File: src/rtl/rr_arb_pkg.sv
// Shared types and constants for the round-robin bus arbiter.
package rr_arb_pkg;

    localparam int N_REQ_DEF = 4;
    localparam int REQ_IDX_W = $clog2(N_REQ_DEF);

    typedef enum logic {
        IDLE = 1'b0,
        BUSY = 1'b1
    } arb_state_e;

endpackage

File: src/rtl/rr_bus_arbiter_rr_pick.sv
// Combinational rotating-priority picker: first set request at or above
// start_i (wrapping), with the excl_i bits masked out.
import rr_arb_pkg::*;

module rr_pick #(
    parameter int N = N_REQ_DEF,
    parameter int W = $clog2(N)
) (
    input  logic [N-1:0] req_i,
    input  logic [W-1:0] start_i,
    input  logic [N-1:0] excl_i,
    output logic [N-1:0] win_oh_o,
    output logic [W-1:0] win_idx_o,
    output logic         win_vld_o
);

    logic [N-1:0] cand;
    logic [W-1:0] j;

    assign cand = req_i & ~excl_i;

    // N is a power of two, so the W-bit add wraps modulo N for free
    always_comb begin
        win_vld_o = 1'b0;
        win_idx_o = '0;
        j         = '0;
        for (int i = 0; i < N; i++) begin
            j = start_i + W'(i);
            if (!win_vld_o && cand[j]) begin
                win_vld_o = 1'b1;
                win_idx_o = j;
            end
        end
    end

    assign win_oh_o = win_vld_o ? (N'(1) << win_idx_o) : '0;

endmodule

File: src/rtl/rr_bus_arbiter.sv
// Round-robin arbiter with grant hold; the owner keeps the grant until done or withdrawal.
// Define RR_ARB_TIMEOUT_EN to build the hold counter that forces release after TIMEOUT cycles.
import rr_arb_pkg::*;

module rr_bus_arbiter #(
    parameter int N_REQ   = N_REQ_DEF,
    parameter int TIMEOUT = 16
) (
    input  logic                     CLK,
    input  logic                     rst,
    input  logic [N_REQ-1:0]         req,
    input  logic [N_REQ-1:0]         done,
    input  logic                     en,
    output logic [N_REQ-1:0]         gnt,
    output logic [$clog2(N_REQ)-1:0] owner,
    output logic                     busy,
    output logic                     timeout_err
);

    localparam int IW = $clog2(N_REQ);

    arb_state_e       state_q, state_d;
    logic [IW-1:0]    ptr_q, ptr_d;
    logic [IW-1:0]    owner_q, owner_d;
    logic [N_REQ-1:0] gnt_q, gnt_d;

    logic             own_rel, tmo_hit, rel, arb_ok, new_grant;
    logic [IW-1:0]    pick_ptr;
    logic [N_REQ-1:0] excl;
    logic [N_REQ-1:0] win_oh;
    logic [IW-1:0]    win_idx;
    logic             win_vld;

`ifdef RR_ARB_TIMEOUT_EN
    localparam int CW = $clog2(TIMEOUT) + 1;
    logic [CW-1:0] cnt_q, cnt_d;
    logic          terr_q, terr_d;
    assign tmo_hit = (state_q == BUSY) && (cnt_q == CW'(TIMEOUT - 1));
`else
    assign tmo_hit = 1'b0;
`endif

    assign own_rel  = (state_q == BUSY) && (done[owner_q] || !req[owner_q]);
    assign rel      = own_rel || tmo_hit;
    // On release the search restarts after the owner and skips it for this cycle
    assign pick_ptr = rel ? owner_q + IW'(1) : ptr_q;
    assign excl     = rel ? (N_REQ'(1) << owner_q) : '0;
    assign arb_ok   = en && win_vld;

    rr_pick #(.N(N_REQ), .W(IW)) u_pick (
        .req_i     (req),
        .start_i   (pick_ptr),
        .excl_i    (excl),
        .win_oh_o  (win_oh),
        .win_idx_o (win_idx),
        .win_vld_o (win_vld)
    );

    always_ff @(posedge CLK) begin
        if (rst) begin
            state_q <= IDLE;
            ptr_q   <= '0;
            owner_q <= '0;
            gnt_q   <= '0;
`ifdef RR_ARB_TIMEOUT_EN
            cnt_q   <= '0;
            terr_q  <= 1'b0;
`endif
        end else begin
            state_q <= state_d;
            ptr_q   <= ptr_d;
            owner_q <= owner_d;
            gnt_q   <= gnt_d;
`ifdef RR_ARB_TIMEOUT_EN
            cnt_q   <= cnt_d;
            terr_q  <= terr_d;
`endif
        end
    end

    always_comb begin
        state_d = state_q;
        case (state_q)
            IDLE:    if (arb_ok) state_d = BUSY;
            BUSY:    if (rel && !arb_ok) state_d = IDLE;
            default: state_d = IDLE;
        endcase
    end

    always_comb begin
        ptr_d     = ptr_q;
        owner_d   = owner_q;
        gnt_d     = gnt_q;
        new_grant = 1'b0;
        if (state_q == IDLE || rel) begin
            if (rel) ptr_d = pick_ptr;
            if (arb_ok) begin
                gnt_d     = win_oh;
                owner_d   = win_idx;
                new_grant = 1'b1;
            end else begin
                gnt_d = '0;
            end
        end
`ifdef RR_ARB_TIMEOUT_EN
        terr_d = tmo_hit && !own_rel;
        cnt_d  = cnt_q;
        if (new_grant)             cnt_d = '0;
        else if (state_q == BUSY)  cnt_d = cnt_q + CW'(1);
`endif
    end

    assign gnt   = gnt_q;
    assign owner = owner_q;
    assign busy  = (state_q == BUSY);
`ifdef RR_ARB_TIMEOUT_EN
    assign timeout_err = terr_q;
`else
    assign timeout_err = 1'b0;
`endif

endmodule

File: config.mk
export PLATFORM = sky130hd
export DESIGN_NAME = rr_bus_arbiter
export DESIGN_NICKNAME = d
export VERILOG_FILES = /design/src/rtl/rr_arb_pkg.sv /design/src/rtl/rr_bus_arbiter_rr_pick.sv /design/src/rtl/rr_bus_arbiter.sv
export SDC_FILE = /design/constraint.sdc
export NUM_CORES = 1
export LEC_CHECK = 0
export ABC_AREA = 1
export CORE_ASPECT_RATIO = 1.2
export CORE_UTILIZATION = 50
export DETAILED_ROUTE_END_ITERATION = 10
export DONT_BUFFER_PORTS = 1
export PLACE_DENSITY = 0.72
export SETUP_SLACK_MARGIN = 0.15
export SYNTH_ARGS = -nofsm -noshare
export SYNTH_HDL_FRONTEND = slang
export SYNTH_SLANG_ARGS = --single-unit
File: constraint.sdc
create_clock -name CLK -period 2 [get_ports CLK]
set_clock_uncertainty 0.15 [all_clocks]
set_input_delay 0.4 -clock CLK [delete_from_list [all_inputs] [get_ports CLK]]
set_output_delay 0.4 -clock CLK [all_outputs]
set_load 0.01 [all_outputs]
==> flow_results.org, run 1 <==
** Power
- Summed over all cells, the static leakage comes to 0.657 nW.
- Max rail drop VDD :: a little over 800 µV
- For this design the ratio of total power to cell area is 980 nW/µm².
- Cell-internal power :: 0.000673 W
- Sw power :: between 0.0006 and 0.0007 W
- The share of total power dissipated in combinational logic is 71.4%.
- Net switching is 49.2% of the power.
- Clock share of power :: about a tenth
- Sequential cells burn a little under a fifth of the power.

** Hold path
- Depth of the worst hold-timing path :: 1
- The path with the worst hold slack has its endpoint at owner[1]$_SDFFE_PP0P_.
- Class of the most critical hold timing path :: input pin to flip-flop
- In this run the most critical hold path is launched from rst.

** Clocking
- Number of hold-repair buffers added at the cts stage :: 0
- No sink is reached through more buffers than the 2 on the longest clock path.
- TritonCTS built the clock tree.
- In this run the number of H-tree levels came out at 1.
- Insertion delay of the later-clocked pin in the worst-skew pair :: 250 ps
- Clock buffers created by TritonCTS :: 3
- Clock-pin slew was measured on the worst setup and hold paths at 60 ps.
- For this design, the sink count on the clock tree is 9.
- CTS root buffer :: sky130_fd_sc_hd__clkbuf_4

** Timing
- The worst path uses 112% of the clock period.
- Static timing analysis puts the maximum clock frequency at roughly 450 MHz.
- The max-slew violation count is 0.
- Setup TNS Final :: -1390 ps
- Number of endpoints failing setup at the final stage :: 7
- Subtracting the final worst setup slack from the clock period gives 2230 ps.
- Hold violation total from the final report :: 0
- Worst setup slack after layout :: -233 ps
- Setup repair after global routing could not meet its margin everywhere.
- Final hold analysis gives a worst-case slack of about 55 ps.

** Run status
- The checks that failed: setup timing.
- The flow ran to the end, but the final reports show violations.

** Logic synthesis
- Distinct cell type count of the synthesized netlist :: 22
- Synthesis-stage register bit count :: 9
- Sequential share of the synthesized area :: 18.2%
- Synthesized net count :: 167
- Synthesis produced 152 cells.
- In this run the cell area of the synthesized design comes to about 990 µm².
- Average size of a mapped cell :: approximately 6.5 µm²
- During synthesis, Yosys emitted a total of 0 warnings.

** Die
- Number of rows created at floorplan :: 17
- From bottom edge to top edge, the die measures 50.7 µm.
- Once the floorplan was initialized, standard cells occupied 53.5% of the core.
- Number of I/O pins :: 19
- Die X :: 42.6 µm
- Die area :: 2160 µm²
- Area of the core :: ~1900 µm²

** Critical path
- Setup slack of the most critical reg-to-reg path :: -230 ps
- Data on the critical path is required at its endpoint by a little under 2000 ps.
- STA classifies the critical path endpoint as a flip-flop.
- The worst setup path is launched from a flip-flop.
- Type of the worst setup path :: flip-flop to flip-flop
- In this run the critical register-to-register path is captured at gnt[3]$_SDFFE_PP0N_.
- Register-to-Register Path Depth :: 18
- Critical R2R Launch :: owner[0]$_SDFFE_PP0P_
- Arrival time at the worst endpoint :: 2230 ps
- Of all nets on the critical path, the largest fanout is 8.

** Global route
- First-pass GRT wire length :: 4400 µm
- Entering global routing, the biggest net connects 10 pins.
- For this run the aggregate overflow at the end of global routing stands at 0.
- Initial antenna violation count :: 0
- The via count of the first global-routing pass is around 1000.
- Across every metal layer, demand over resource in global routing totals 26.4%.

** Place
- Port buffering added 0 buffers.
- Placement-stage cell area :: 1130 µm²
- Summed over all nets, the half-perimeter wirelength after detailed placement is between 1500 and 2000 µm.
- At the end of routability-driven placement, the weighted congestion stood at a little under 0.8.
- Worst slack, placed :: -268 ps

** Finish
- Commonest cells after routing, fill and taps aside :: 33 x sky130_fd_sc_hd__nand2_1, 28 x sky130_fd_sc_hd__buf_4, 26 x sky130_fd_sc_hd__nand2_2
- Most frequent standard cell in the layout excluding fill and tap cells :: sky130_fd_sc_hd__nand2_1
- Summing all non-filler instances in the final layout gives an area of 1350 µm².
- Relative area change from synthesis to final layout :: 36.7%
- Cells fill around 73% of the core in the end.
- In the final layout, the share of cells above drive strength 1 is 50.0%.
- Antenna diode count :: 0
- NumNets Final :: 198

** Route
- DR DRC count :: 0
- Average vias per placed instance :: 5.45
- After detailed routing, the average wire length per cell comes to 14.2 µm.
- First-pass detailed-route iteration total :: 4
- Number of nets with antenna violations after routing :: 0
- Routed wire length :: 2850 µm
- Detailed-route via count :: 1095
- Number of design-rule violations left by the first detailed-router iteration :: 21

** Flow run
- Max cap viols :: 0
per-stage QoR:
| stage | std cells | total power [W] |
|---|---|---|
| after floorplan | 152 | 0.000793 |
| after global placement | 185 | 0.000955 |
| after detailed placement | 185 | 0.000975 |
| after CTS | 200 | 0.00125 |
| after global routing | 201 | 0.00142 |
| final | 201 | 0.00133 |
worst max path at each step:
stage	startpoint	to	depth (start not counted)
after detailed placement	done[3]	gnt[1]$_SDFFE_PP0N_	16
after CTS	owner[0]$_SDFFE_PP0P_	owner[1]$_SDFFE_PP0P_	13
after global placement	done[0]	gnt[1]$_SDFFE_PP0N_	16
after floorplan	owner[0]$_SDFFE_PP0P_	gnt[2]$_SDFFE_PP0N_	14
after global routing	owner[0]$_SDFFE_PP0P_	gnt[3]$_SDFFE_PP0N_	15
final	owner[0]$_SDFFE_PP0P_	gnt[3]$_SDFFE_PP0N_	18
Yosys cell counts:
cell                       instances  area (µm²)
sky130_fd_sc_hd__nand2_1          45         169
sky130_fd_sc_hd__nand3_1          21         105
sky130_fd_sc_hd__nand2_2          17         106
sky130_fd_sc_hd__inv_1            13        48.8
sky130_fd_sc_hd__dfxtp_1           9         180
sky130_fd_sc_hd__nand2_4           7        78.8
sky130_fd_sc_hd__nor2_1            7        26.3
sky130_fd_sc_hd__a21oi_1           6        30.0
sky130_fd_sc_hd__nand3_2           5        50.1
sky130_fd_sc_hd__ha_1              4        50.1
sky130_fd_sc_hd__nor2_2            3        18.8
sky130_fd_sc_hd__a21oi_2           2        17.5
sky130_fd_sc_hd__buf_4             2        15.0
sky130_fd_sc_hd__buf_6             2        22.5
sky130_fd_sc_hd__nand4_1           2        12.5
sky130_fd_sc_hd__a31oi_1           1        6.26
sky130_fd_sc_hd__clkbuf_8          1        13.8
sky130_fd_sc_hd__conb_1            1        3.75
sky130_fd_sc_hd__inv_2             1        3.75
sky130_fd_sc_hd__nand3b_1          1        7.51
sky130_fd_sc_hd__nand4_2           1        12.5
sky130_fd_sc_hd__nor2_4            1        11.3
worst max-delay path, stage by stage, from the launching register on:
cell,delay (ps)
sky130_fd_sc_hd__dfxtp_4,390
sky130_fd_sc_hd__inv_4,50
sky130_fd_sc_hd__nand3_2,60
sky130_fd_sc_hd__nand3_2,90
sky130_fd_sc_hd__nand2_4,150
sky130_fd_sc_hd__nand2_4,80
sky130_fd_sc_hd__nand2_2,110
sky130_fd_sc_hd__nand2_2,110
sky130_fd_sc_hd__buf_4,150
sky130_fd_sc_hd__nand2_1,60
sky130_fd_sc_hd__nand2_1,70
sky130_fd_sc_hd__nand2_1,60
sky130_fd_sc_hd__nand2_1,80
sky130_fd_sc_hd__nand3_1,90
sky130_fd_sc_hd__nand2_1,60
sky130_fd_sc_hd__nor2_1,140
sky130_fd_sc_hd__nand2_2,90
sky130_fd_sc_hd__nand2_1,90
sky130_fd_sc_hd__a21oi_2,50
flip-flops by register name, summed over array words and instances (netlist names):
register	count
ptr_q	2
gnt	4
owner	2
busy	1
power by group through the flow:
stage | Combinational [W] | Sequential (W) | Clock, W
finish | 0.000947 | 0.000245 | 0.000134
global route | 0.00102 | 0.000250 | 0.000148
CTS | 0.000860 | 0.000245 | 0.000141
detailed placement | 0.000727 | 0.000248 | 0
global placement | 0.000708 | 0.000247 | 0
floorplan | 0.000544 | 0.000249 | 0
routing by layer:
layer	wire (µm)	track usage [%]	vias up
met1	1120	29.3	518
met3	113	2.88	4
li1	-	-	543
met2	1590	50.3	30
met4	29	9.90	0
met5	0	0	-
final cells by class:
class / count / area (µm²)
Multi-Input combinational cell: 126 / 838
Fill cell: 144 / 498
Timing Repair Buffer: 29 / 221
Sequential cell: 9 / 188
Inverter: 14 / 55.1
Clock buffer: 4 / 26.3
Tap cell: 19 / 23.8
logic make-up (layout without fill, tap and decap cells):
| family | Yosys count | after routing | share of synthesized area [%] |
|---|---|---|---|
| and+or+nand+nor | 110 | 112 | 60.4 |
| buffers and inverters | 19 | 47 | 10.5 |
| AOI/OAI and AO/OA | 9 | 9 | 5.44 |
| DFF | 9 | 9 | 18.2 |
| adders and majority gates | 4 | 4 | 5.06 |
| other | 1 | 1 | 0.379 |
what timing repair did:
action / in CTS / in global routing
pin swaps: 15 / 7
cloned: 2 / 0
setup buffers: 9 / 1
endpoints found under the setup margin: 7 / 7
gates resized for setup: 15 / 12
(Power assumes the default switching activity.)
==> run 2, diff against run 1 <==
Settings changed: CORE_UTILIZATION 50 to 56, PLACE_DENSITY 0.72 to 0.78.
==> flow_results.org, run 2 <==
** Run status
- Outcome :: did not finish
- Last step reached :: global routing
- Error message :: [ERROR GRT-0232] Routing congestion too high. Check the congestion heatmap in the GUI.

** Clocking
- Maximum level of the CTS H-tree :: 1 (unchanged)
- Max Buffers Root-to-Sink :: 2 (unchanged)
- The root buffer cell chosen for the clock tree is sky130_fd_sc_hd__clkbuf_4.
- The CTS buffer count is 3 (unchanged).
- The number of sinks driven by the clock tree is 9 (unchanged).
- Number of hold-repair buffers added at the cts stage :: 0 (unchanged)

** Logic synthesis
- Top post-synthesis cells by area :: sky130_fd_sc_hd__dfxtp_1 18%, sky130_fd_sc_hd__nand2_1 17%, sky130_fd_sc_hd__nand2_2 11%
- The post-synth net total was 167 (unchanged).
- Synthesis-stage register bit count :: 9 (unchanged)
- By count the netlist is led by 45 x sky130_fd_sc_hd__nand2_1, 21 x sky130_fd_sc_hd__nand3_1, 17 x sky130_fd_sc_hd__nand2_2.
- Post-synth top area share :: 18.2% (unchanged)
- Among all flip-flop cells after synthesis, the most frequent one is sky130_fd_sc_hd__dfxtp_1.
- Post-synthesis cell count :: 152 (unchanged)
- The number of synthesized flops with an enable pin is 0 (unchanged).
- Post-synthesis instance area :: 990 µm² (unchanged)
- Share of async-settable or async-resettable flops after synthesis :: 0% (unchanged)
- The number of warnings printed during yosys synthesis came to 0 (unchanged).
- Average size of a mapped cell :: 6.51 µm² (unchanged)
- sky130_fd_sc_hd__dfxtp_1 takes more of the synthesized area than any other cell.
- In the post-synthesis netlist, the cell with the most instances is sky130_fd_sc_hd__nand2_1.
- Sequential share of the synthesized area :: 18.2% (unchanged)
- Distinct cell type count of the synthesized netlist :: 22 (unchanged)

** Place
- The estimated wirelength of the detail-placed design came to 1780 µm (-0.97%).
- The number of buffers inserted by port buffering was 0 (unchanged).
- The final weighted congestion in routability-driven placement is 0.764 (-3.5%).

** Global route
- Global routing finished with a remaining overflow of 29.
- Pin count of the biggest net entering global routing :: 10
- Aggregate global-route resource usage :: between 70% and 80%

** Die
- Starting Density :: 60.3% (+6.8 points)
- The number of primary I/O pins was 19 (unchanged).
- Number of rows created at floorplan :: 16 (-1)
- Die X :: 40.4 µm (-5.3%)
- The die extent in y was 48.1 µm (-5.3%).

** Timing
- After the last repair the worst path ends at a register input.
- Worst-path endpoint after global-route repair_timing :: gnt[1]$_SDFFE_PP0N_/D
## run 2: per-layer routing
layer / GRT overflow / track usage [%]
met1: 0 / 68.2
met2: 14 / 96.5
met3: 0 / 43.3
met4: 15 / 91.3
met5: 0 / 6.25
## run 2: what timing repair did
item | 4_1_cts
setup buffers | 6
endpoints found under the hold margin | 0
pin swaps | 21
cloned | 3
endpoints found under the setup margin | 7
gates resized for setup | 46
## run 2: kinds of logic after synthesis
group | Yosys count | share of synthesized area (%)
flip-flops | 9 | 18.2
other | 1 | 0.379
AO/OA/AOI/OAI | 9 | 5.44
adder cells (fa/ha/maj) | 4 | 5.06
buffers and inverters | 19 | 10.5
AND/OR/NAND/NOR | 110 | 60.4
## run 2: per-stage QoR
stage	setup WS (ps)	hold slack, ps	cells	setup TNS (ps)	area, µm²
detailed placement	-242	316	184	-1420	1130
CTS	-113	38.4	197	-580	1440
floorplan	-31.4	334	152	-131	1010
global placement	-187	314	184	-979	1130
==> run 3, diff against run 2 <==
Settings changed: CORE_AREA set to 2 2 63 65, CORE_ASPECT_RATIO 1.2 to unset, CORE_UTILIZATION 56 to unset, DIE_AREA set to 0 0 65 67, PLACE_DENSITY 0.78 to unset, PLACE_DENSITY_LB_ADDON set to 0.15, SETUP_SLACK_MARGIN 0.15 to unset.
Clock period 2 ns to 2.6 ns, I/O delays scaled along.
==> flow_results.org, run 3 (synthesis gave the netlist of run 1 again) <==
** Die
- Starting Density :: 27.4% (-33 points)
- Number of I/O pins :: 19 (unchanged)
- Die height :: 67 µm (+39%)
- Die area :: 4360 µm²
- Die X :: 65 µm (+61%)
- In this run the standard cell core region covers around 3600 µm².
- The number of placement rows came to 22 (+6).

** Hold path
- Launch instance of the worst min-delay path :: rst
- The worst hold path belongs to the class input pin to flip-flop.

** Timing
- The number of endpoints with negative hold slack in the final report came to 0.
- The final critical path takes up 88.8% of the cycle.
- Setup violations remaining at the end of the flow were counted as 0.
- The worst path in the final design needs a cycle of around 2300 ps, including I/O delays and setup.
- Count of pins over their slew limit :: 0
- For this run, the top clock speed supported by timing is 433 MHz.
- Summed over all failing endpoints, the final setup total negative slack is 0 ps.
- Setup repair after global routing left no endpoint under its margin.

** Run status
- Outcome :: complete, no violations

** Power
- Cell-internal power :: 0.000422 W
- In this run the power density over the cells is 771 nW/µm².
- Final total power :: 0.000831 W
- Sw power :: just over 0.0004 W
- Of the total power, registers draw 22.5%.
- Switching part of the total power :: 49.2%
- The worst-case IR drop observed on VDD is between 300 and 400 µV.
- For this design the static power due to leakage is ~0.52 nW.
- Combinational share of power :: between 50% and 60%
- Clock share of power :: between 10% and 20%

** Global route
- In the global route stage, met1 resource usage came out at 14.8%.
- GR met2 Demand/Resource :: between 20% and 30%
- Global-route met3 utilization :: 2.70%
- Entering global routing, the biggest net connects 13 pins.
- First-pass GRT wire length :: 3970 µm
- Vias in the first global route :: 916
- GRT Max-Usage Layer :: met2
- Aggregate global-route resource usage :: 11.8%
- Gr ovfl total :: 0
- Initial antenna violation count :: 0

** Clocking
- TritonCTS clock tree :: done
- Clock-pin slew was measured on the worst setup and hold paths at about 40 ps.
- Insertion delay of the later-clocked pin in the worst-skew pair :: 230 ps
- Maximum level of the CTS H-tree :: 1 (unchanged)
- Number of hold-repair buffers added at the cts stage :: 0 (unchanged)
- The tree is rooted in a sky130_fd_sc_hd__clkbuf_8.
- Max Buffers Root-to-Sink :: 2 (unchanged)
- The number of sinks driven by the clock tree was 9 (unchanged).
- Clock buffers created by TritonCTS :: 3 (unchanged)

** Critical path
- In this design, the critical path's most frequently occurring cell is sky130_fd_sc_hd__nand2_4.
- For the worst flop-to-flop path, the logic depth is 15.
- On the worst path, the slowest cell contributes a delay of 380 ps.
- Critical R2R Launch :: owner[0]$_SDFFE_PP0P_
- The worst setup path is of the flip-flop to flip-flop kind.
- Critical Path Source Type :: flip-flop
- Critical path capture point :: owner[1]$_SDFFE_PP0P_
- The worst setup path is captured at a flip-flop.
- The worst register-to-register path ends at owner[1]$_SDFFE_PP0P_.
- For the worst setup path, the data arrival time is roughly 2300 ps.
- Of all nets on the critical path, the largest fanout is 12.
- For the worst setup path, the data required time is 2570 ps.
- On the critical path, the stage with the largest delay is an instance of sky130_fd_sc_hd__dfxtp_2.
- Chain of cells forming the critical path :: inv_2, nand3_1, nand3_2, nand2_4, nand3_1, nand2_4, nand2_1, nand2_4, nor2_1, a31oi_1, nand2_1, nor2_2, nor2_4, a21oi_1, nor2_1
- The most critical setup path has its startpoint at owner[0]$_SDFFE_PP0P_.
- For flop-to-flop paths, the worst setup slack is 290 ps.

** Route
- For this block, the initial DRC count from the detailed router was 66.
- Drt wl/cell :: 11.4 µm
- The count of nets left with antenna violations once routing finished came out at 0.
- For this block, the routed nets add up to ~2300 µm of wire.
- DR DRC count :: 0
- Detailed-route via count :: ~910
- Using the TritonRoute via totals, the vias-per-cell ratio works out to ~4.5.
- The first TritonRoute pass finished after 4 iterations.

** Place
- Count of buffers inserted at the top-level ports :: 0 (unchanged)
- The final weighted congestion in routability-driven placement is 0.764 (about the same).
- The estimated wirelength of the detail-placed design was 1850 µm (+3.7%).
- The placement-stage cell area was 1020 µm² (-9.5%).

** Finish
- Layout cells sized above 1 :: 28.6%
- Antenna diode count :: 0
- In the final layout, the multi-input gates occupy ~720 µm².
- Leaving out fill and tap cells, the most frequent cell in the layout is sky130_fd_sc_hd__nand2_1.
- Once layout is done, the placed cells without fillers occupy 1080 µm².
- Relative area change from synthesis to final layout :: 8.85%
- Fillers :: approximately 420
- After the last flow step, the layout net total stands at 170.
- Register cell area after layout :: roughly 180 µm²
- The register with the most flip-flops in the layout has 4 of them.
- Commonest cells after routing, fill and taps aside :: 45 x sky130_fd_sc_hd__nand2_1, 21 x sky130_fd_sc_hd__nand3_1, 15 x sky130_fd_sc_hd__nand2_2

** Flow run
- Across the run, the number of max-cap violations was 0.
[run 3: worst min path at each step]
| stage | depth (start not counted) | slack [ps] | to |
|---|---|---|---|
| after detailed placement | 2 | 360 | gnt[0]$_SDFFE_PP0N_ |
| after global routing | 1 | 180 | gnt[3]$_SDFFE_PP0N_ |
| after CTS | 1 | 190 | gnt[3]$_SDFFE_PP0N_ |
| final | 1 | 200 | gnt[3]$_SDFFE_PP0N_ |
| after floorplan | 2 | 340 | gnt[0]$_SDFFE_PP0N_ |
| after global placement | 2 | 350 | gnt[0]$_SDFFE_PP0N_ |
[run 3: worst max-delay path, delay by kind of cell (launching register included)]
kind | cells | cell delay, ps
AO/OA/AOI/OAI | 2 | 250
buffers and inverters | 1 | 80
flip-flops | 1 | 380
AND/OR/NAND/NOR | 12 | 1340
[run 3: area by class of cell]
class / count / area share [%]
Timing Repair Buffer: 3 / 2.09
Inverter: 14 / 4.88
Sequential cell: 9 / 16.8
Multi-Input combinational cell: 124 / 66.4
Clock buffer: 4 / 4.18
Tap cell: 48 / 5.57
[run 3: metrics by stage]
stage / hold WS, ps / util [%] / setup WS, ps / std cells
finish: 196 / 29.9 / 291 / 202
global route: 184 / 29.9 / 12.9 / 202
CTS: 193 / 29.6 / 96.6 / 202
detailed placement: 356 / 28.3 / 115 / 198
global placement: 354 / 28.3 / 130 / 198
floorplan: 338 / - / 424 / 152
[run 3: power by group through the flow]
| stage | Clock [W] | Combinational [W] | Sequential [W] |
|---|---|---|---|
| floorplan | 0 | 0.000407 | 0.000188 |
| global placement | 0 | 0.000475 | 0.000189 |
| detailed placement | 0 | 0.000480 | 0.000190 |
| CTS | 0.000164 | 0.000483 | 0.000187 |
| global route | 0.000177 | 0.000545 | 0.000192 |
| finish | 0.000160 | 0.000484 | 0.000187 |
[run 3: routing by layer]
| layer | wire length (µm) | vias to the layer above | part of all wire [%] |
|---|---|---|---|
| li1 | - | 487 | - |
| met1 | 1100 | 400 | 48 |
| met2 | 1070 | 16 | 47 |
| met3 | 120 | 2 | 5.2 |
| met4 | 11 | 0 | 0.48 |
| met5 | 0 | - | 0 |
[run 3: what timing repair did]
action / CTS / global route
gates resized for setup: 0 / 3
endpoints found under the setup margin: 0 / 6
buffers inserted: 0 / 0
